`config.mk`:
```
export PLATFORM = sky130hd
export DESIGN_NAME = arb2_rr_mux_ctrl
export DESIGN_NICKNAME = d
export VERILOG_FILES = /design/src/rtl/arb2_rr_mux_ctrl.sv
export SDC_FILE = /design/constraint.sdc
export NUM_CORES = 1
export LEC_CHECK = 0
export CAP_MARGIN = 20
export CORE_MARGIN = 4
export CORE_UTILIZATION = 36
export CTS_BUF_LIST = sky130_fd_sc_hd__clkbuf_8
export DETAILED_ROUTE_END_ITERATION = 7
export PLACE_DENSITY = 0.77
export SYNTH_ARGS = -nofsm -noshare
export SYNTH_HDL_FRONTEND = slang
export SYNTH_SLANG_ARGS = --single-unit
```
`constraint.sdc`:
```
create_clock -name clk -period 2 [get_ports clk]
set_input_delay 0.2 -clock clk [delete_from_list [all_inputs] [get_ports clk]]
set_output_delay 0.2 -clock clk [all_outputs]
set_load 0.01 [all_outputs]
```
`src/rtl/arb2_rr_mux_ctrl.sv`:
```
// Two-requester round-robin arbiter that steers a shared 2:1 data mux.
// Each grant is held until the owner releases it, its request drops, or MAX_HOLD cycles pass.
module arb2_rr_mux_ctrl #(
  parameter int DATA_W   = 8,
  parameter int MAX_HOLD = 8
) (
  input  logic              clk,
  input  logic              reset,
  input  logic [1:0]        req,
  input  logic              done,
  input  logic [DATA_W-1:0] in0,
  input  logic [DATA_W-1:0] in1,
  output logic [1:0]        grant,
  output logic              sel,
  output logic [DATA_W-1:0] out,
  output logic              valid
);

  localparam int CW = $clog2(MAX_HOLD);
  localparam logic [CW-1:0] CNT_LAST = CW'(MAX_HOLD - 1);
  localparam logic [CW-1:0] CNT_ONE  = CW'(1);
  localparam logic [CW-1:0] CNT_ZERO = CW'(0);

  typedef enum logic [1:0] {
    IDLE = 2'd0,
    GNT0 = 2'd1,
    GNT1 = 2'd2
  } state_t;

  state_t          state_r;
  state_t          state_nxt_s;
  logic            enter_s;
  logic [CW-1:0]   cnt_r;
  logic            ptr_r;
  logic [1:0]      grant_r;
  logic            sel_r;
  logic            valid_r;

  // Next-state decision; enter_s marks any edge that starts a fresh grant, including a re-grant.
  always_comb begin
    state_nxt_s = state_r;
    enter_s     = 1'b0;
    case (state_r)
      IDLE: begin
        if (req == 2'b11) begin
          state_nxt_s = ptr_r ? GNT1 : GNT0;
          enter_s     = 1'b1;
        end else if (req[0]) begin
          state_nxt_s = GNT0;
          enter_s     = 1'b1;
        end else if (req[1]) begin
          state_nxt_s = GNT1;
          enter_s     = 1'b1;
        end else begin
          state_nxt_s = IDLE;
          enter_s     = 1'b0;
        end
      end
      GNT0: begin
        if (!req[0] || done || (cnt_r == CNT_LAST)) begin
          if (req[1]) begin
            state_nxt_s = GNT1;
            enter_s     = 1'b1;
          end else if (req[0]) begin
            state_nxt_s = GNT0;
            enter_s     = 1'b1;
          end else begin
            state_nxt_s = IDLE;
            enter_s     = 1'b0;
          end
        end else begin
          state_nxt_s = GNT0;
          enter_s     = 1'b0;
        end
      end
      GNT1: begin
        if (!req[1] || done || (cnt_r == CNT_LAST)) begin
          if (req[0]) begin
            state_nxt_s = GNT0;
            enter_s     = 1'b1;
          end else if (req[1]) begin
            state_nxt_s = GNT1;
            enter_s     = 1'b1;
          end else begin
            state_nxt_s = IDLE;
            enter_s     = 1'b0;
          end
        end else begin
          state_nxt_s = GNT1;
          enter_s     = 1'b0;
        end
      end
      default: begin
        state_nxt_s = IDLE;
        enter_s     = 1'b0;
      end
    endcase
  end

  // State, hold counter, priority pointer and the registered grant outputs.
  always_ff @(posedge clk) begin
    if (reset) begin
      state_r <= IDLE;
      cnt_r   <= CNT_ZERO;
      ptr_r   <= 1'b0;
      grant_r <= 2'b00;
      sel_r   <= 1'b0;
      valid_r <= 1'b0;
    end else begin
      state_r <= state_nxt_s;
      if (enter_s) begin
        cnt_r <= CNT_ZERO;
        // The requester just granted drops to lowest priority.
        ptr_r <= (state_nxt_s == GNT0);
      end else if (state_nxt_s != IDLE) begin
        cnt_r <= cnt_r + CNT_ONE;
        ptr_r <= ptr_r;
      end else begin
        cnt_r <= CNT_ZERO;
        ptr_r <= ptr_r;
      end
      grant_r <= {(state_nxt_s == GNT1), (state_nxt_s == GNT0)};
      sel_r   <= (state_nxt_s == GNT1);
      valid_r <= (state_nxt_s != IDLE);
    end
  end

  assign grant = grant_r;
  assign sel   = sel_r;
  assign valid = valid_r;
  assign out   = sel_r ? in1 : in0;

endmodule

```
==> metrics.csv <==
stage,metric,value,unit
status,status,completed,
detailed_routing,Routed Antenna Nets,0,
die,IO Count,33,
global_route,largest net degree at the start of global routing,11,
logic_synthesis,cell type with the highest aggregate area in the netlist,dfxtp_1,
clock_network,largest buffer count on any clock path,2,
global_route,number of global-route vias before repair,630,
logic_synthesis,xor/xnor share of the synthesized area,0,%
worst_hold_path,min-delay src,cnt_r[0]$_SDFF_PP0_,
sta,Worst-Margin Slew,0.425,ns
finish,area grow syn2layout,71.7,%
logic_synthesis,Synth top area share,28.9,%
global_route,GRT Util Overall,16.1,%
detailed_routing,final wirelength,1.88,mm
setup_path,RR Startpoint,cnt_r[0]$_SDFF_PP0_,
place,Post-DP Area,972,sq um
run,Max Cap Viol,0,
detailed_routing,drt initial violations,14,
global_route,first-pass GRT wire length,3.11,mm
finish,fillers,125,
place,RD Place Congestion,0.821,
logic_synthesis,synth unique cells,31,
die,Initial Util,39.6,%
sta,Peak Freq,0.513,GHz
finish,antenna cells,0,
setup_path,Setup crit end kind,flip-flop,
sta,Final min period,1.95,ns
setup_path,reg2reg end,cnt_r[2]$_SDFF_PP0_,
setup_path,CP Max Fanout,8,
finish,fin nets,132,
finish,share of cells above drive strength 1,27.9,%
logic_synthesis,"flops & latches, synth",9,
setup_path,crit path launch,cnt_r[0]$_SDFF_PP0_,
place,dpl ws,-0.0146,ns
die,Die Ht,49.6,um
logic_synthesis,Mapped Area,624,sq um
detailed_routing,drt pass-1 iters,4,
logic_synthesis,largest family of logic cells by synthesized area,compound AO/OA/AOI/OAI gates,
clock_network,"Hold-fix buffers, CTS",0,
sta,final setup skew,0.00112,ns
detailed_routing,DR vias/cell,5.28,
power_and_ir_drop,total power,0.671,mW
sta,slew margin rel.,71.6,%
logic_synthesis,synthesized area per cell,9.91,sq um
detailed_routing,Routed WL per cell,15.6,um
sta,final hold slack,0.499,ns
logic_synthesis,Post-Synthesis Cells,63,
logic_synthesis,multiplexer share of the synthesized area,16.2,%
logic_synthesis,synth warn,0,
die,# rows,14,
global_route,global route overflow,0,
clock_network,Clock Sink Count,9,
setup_path,Reg2Reg Depth,6,
clock_network,CTS tree,done,
place,# port buffers,32,
logic_synthesis,"Seq/Total Area, Yosys",28.9,%
place,Detailed Place HPWL,1.40,mm
detailed_routing,Residual DRC,0,
worst_hold_path,Worst Hold Depth,2,
logic_synthesis,main area contributors after synthesis,"dfxtp_1 (29%), mux2_2 (14%), ha_1 (12%)",
clock_network,CTS root buf,clkbuf_8,
logic_synthesis,Synth Area in Simple Gates,16.8,%
sta,post-route setup slack,0.0490,ns
power_and_ir_drop,peak supply drop,0.000630,V
detailed_routing,vias,634,
die,CORE AREA,1580,sq um
logic_synthesis,Synth Area in Compound Gates,22.4,%
die,die width,49.6,um
logic_synthesis,ys async rst share,0,%
finish,post-route cell area,1070,sq um
clock_network,Worst-path clk slew,0.04,ns
clock_network,TritonCTS Buffers,3,
sta,period utilization,97.6,%
setup_path,crit path DAT,2.07,ns
setup_path,R2R setup slack,0.05,ns
logic_synthesis,syn_nets,90,
worst_hold_path,hold worst-path end,cnt_r[0]$_SDFF_PP0_,
setup_path,CP Data Required Time,2.12,ns
sta,Final Hold Fails,0,
clock_network,clock latency on the worst-skew pair,0.23,ns
logic_synthesis,number of synthesized flops with an enable pin,0,
die,Die ar.,2460,sq um
finish,most frequent cells in the layout,"clkdlybuf4s50_1 (32), mux2_2 (8), buf_4 (8)",
power_and_ir_drop,pwr dens,626,nW/um^2
finish,"most common cell after layout, fill and taps aside",clkdlybuf4s50_1,
sta,Final setup viols,0,
setup_path,Crit Path Class,reg2reg,
sta,Pins Over Slew Limit,0,
power_and_ir_drop,Pleak,0.414,nW
clock_network,CTS H-tree depth,1,
logic_synthesis,"Top FF cell, synth",dfxtp_1,
global_route,initial antenna violation count,0,
worst_hold_path,min-delay worst type,reg2reg,
setup_path,Worst Setup Start Kind,flip-flop,
logic_synthesis,Synth Area in Adders,12.0,%
[metrics by stage]
step	setup TNS (ns)	instances	utilization (%)
after floorplan	0	63	-
after global placement	0	111	61.7
after detailed placement	-0.0146	111	61.7
after CTS	-0.000915	118	66.0
after global routing	-0.0205	120	68.0
final	0	120	68.0
[worst max path at each step]
stage / end / slack, ns / cells after the start
floorplan: cnt_r[0]$_SDFF_PP0_ / 0.09 / 6
global placement: cnt_r[0]$_SDFF_PP0_ / 0.05 / 6
detailed placement: cnt_r[0]$_SDFF_PP0_ / -0.01 / 6
CTS: cnt_r[2]$_SDFF_PP0_ / -0.0009 / 6
global route: cnt_r[2]$_SDFF_PP0_ / -0.01 / 6
finish: cnt_r[2]$_SDFF_PP0_ / 0.05 / 6
[kinds of logic after synthesis]
family	after synthesis
DFF	9
adders and majority gates	6
muxes	9
and+or+nand+nor	19
AOI/OAI and AO/OA	15
buffers and inverters	5
[cells in the mapped netlist (2+ instances only)]
cell / number
ha_1: 6
nor2_1: 5
o211ai_1: 2
nand3_1: 2
inv_1: 2
nor2b_1: 2
nor3_1: 2
dfxtp_1: 9
a211oi_1: 2
a21oi_1: 3
mux2_2: 8
[layer usage]
layer | track usage, % | vias to the layer above | wire length, um
met5 | 0 | - | 0
met4 | 4.15 | 0 | 17
met3 | 1.51 | 2 | 49
met2 | 30.0 | 13 | 1050
met1 | 19.3 | 306 | 763
li1 | - | 313 | -
[layout make-up]
type	count	area (sq um)	area share (%)
multi-input combinational	49	437	40.7
timing repair buffer	40	380	35.5
sequential	9	183	17.0
clock buffer	3	41.3	3.85
tap	16	20.0	1.87
inverter	2	7.51	0.700
clock inverter	1	3.75	0.350
[critical path, cell delays in order (launching register included)]
cell and delay [ns]:
dfxtp_2 0.32, ha_1 0.19, ha_2 0.19, or3b_1 0.40, a311oi_2 0.33, a21oi_4 0.11, a211oi_1 0.31
[repair_timing]
| item | CTS | global route |
|---|---|---|
| resized for setup | 0 | 5 |
| setup buffers | 3 | 2 |
| pin swaps | 2 | 4 |
| endpoints found under the setup margin | 2 | 3 |
[where the power goes]
group / total (mW) / internal, mW / switching, mW
Sequential: 0.209 / 0.196 / 0.0128
Combinational: 0.262 / 0.154 / 0.108
Clock: 0.200 / 0.133 / 0.0672
Total: 0.671 / 0.483 / 0.188
[sequential cells by signal, indices dropped and copies added (netlist names)]
name	flops
valid	1
grant	2
ptr_r	1
state_r	2
cnt_r	3
Note: power is estimated with default switching activity, not from simulation.
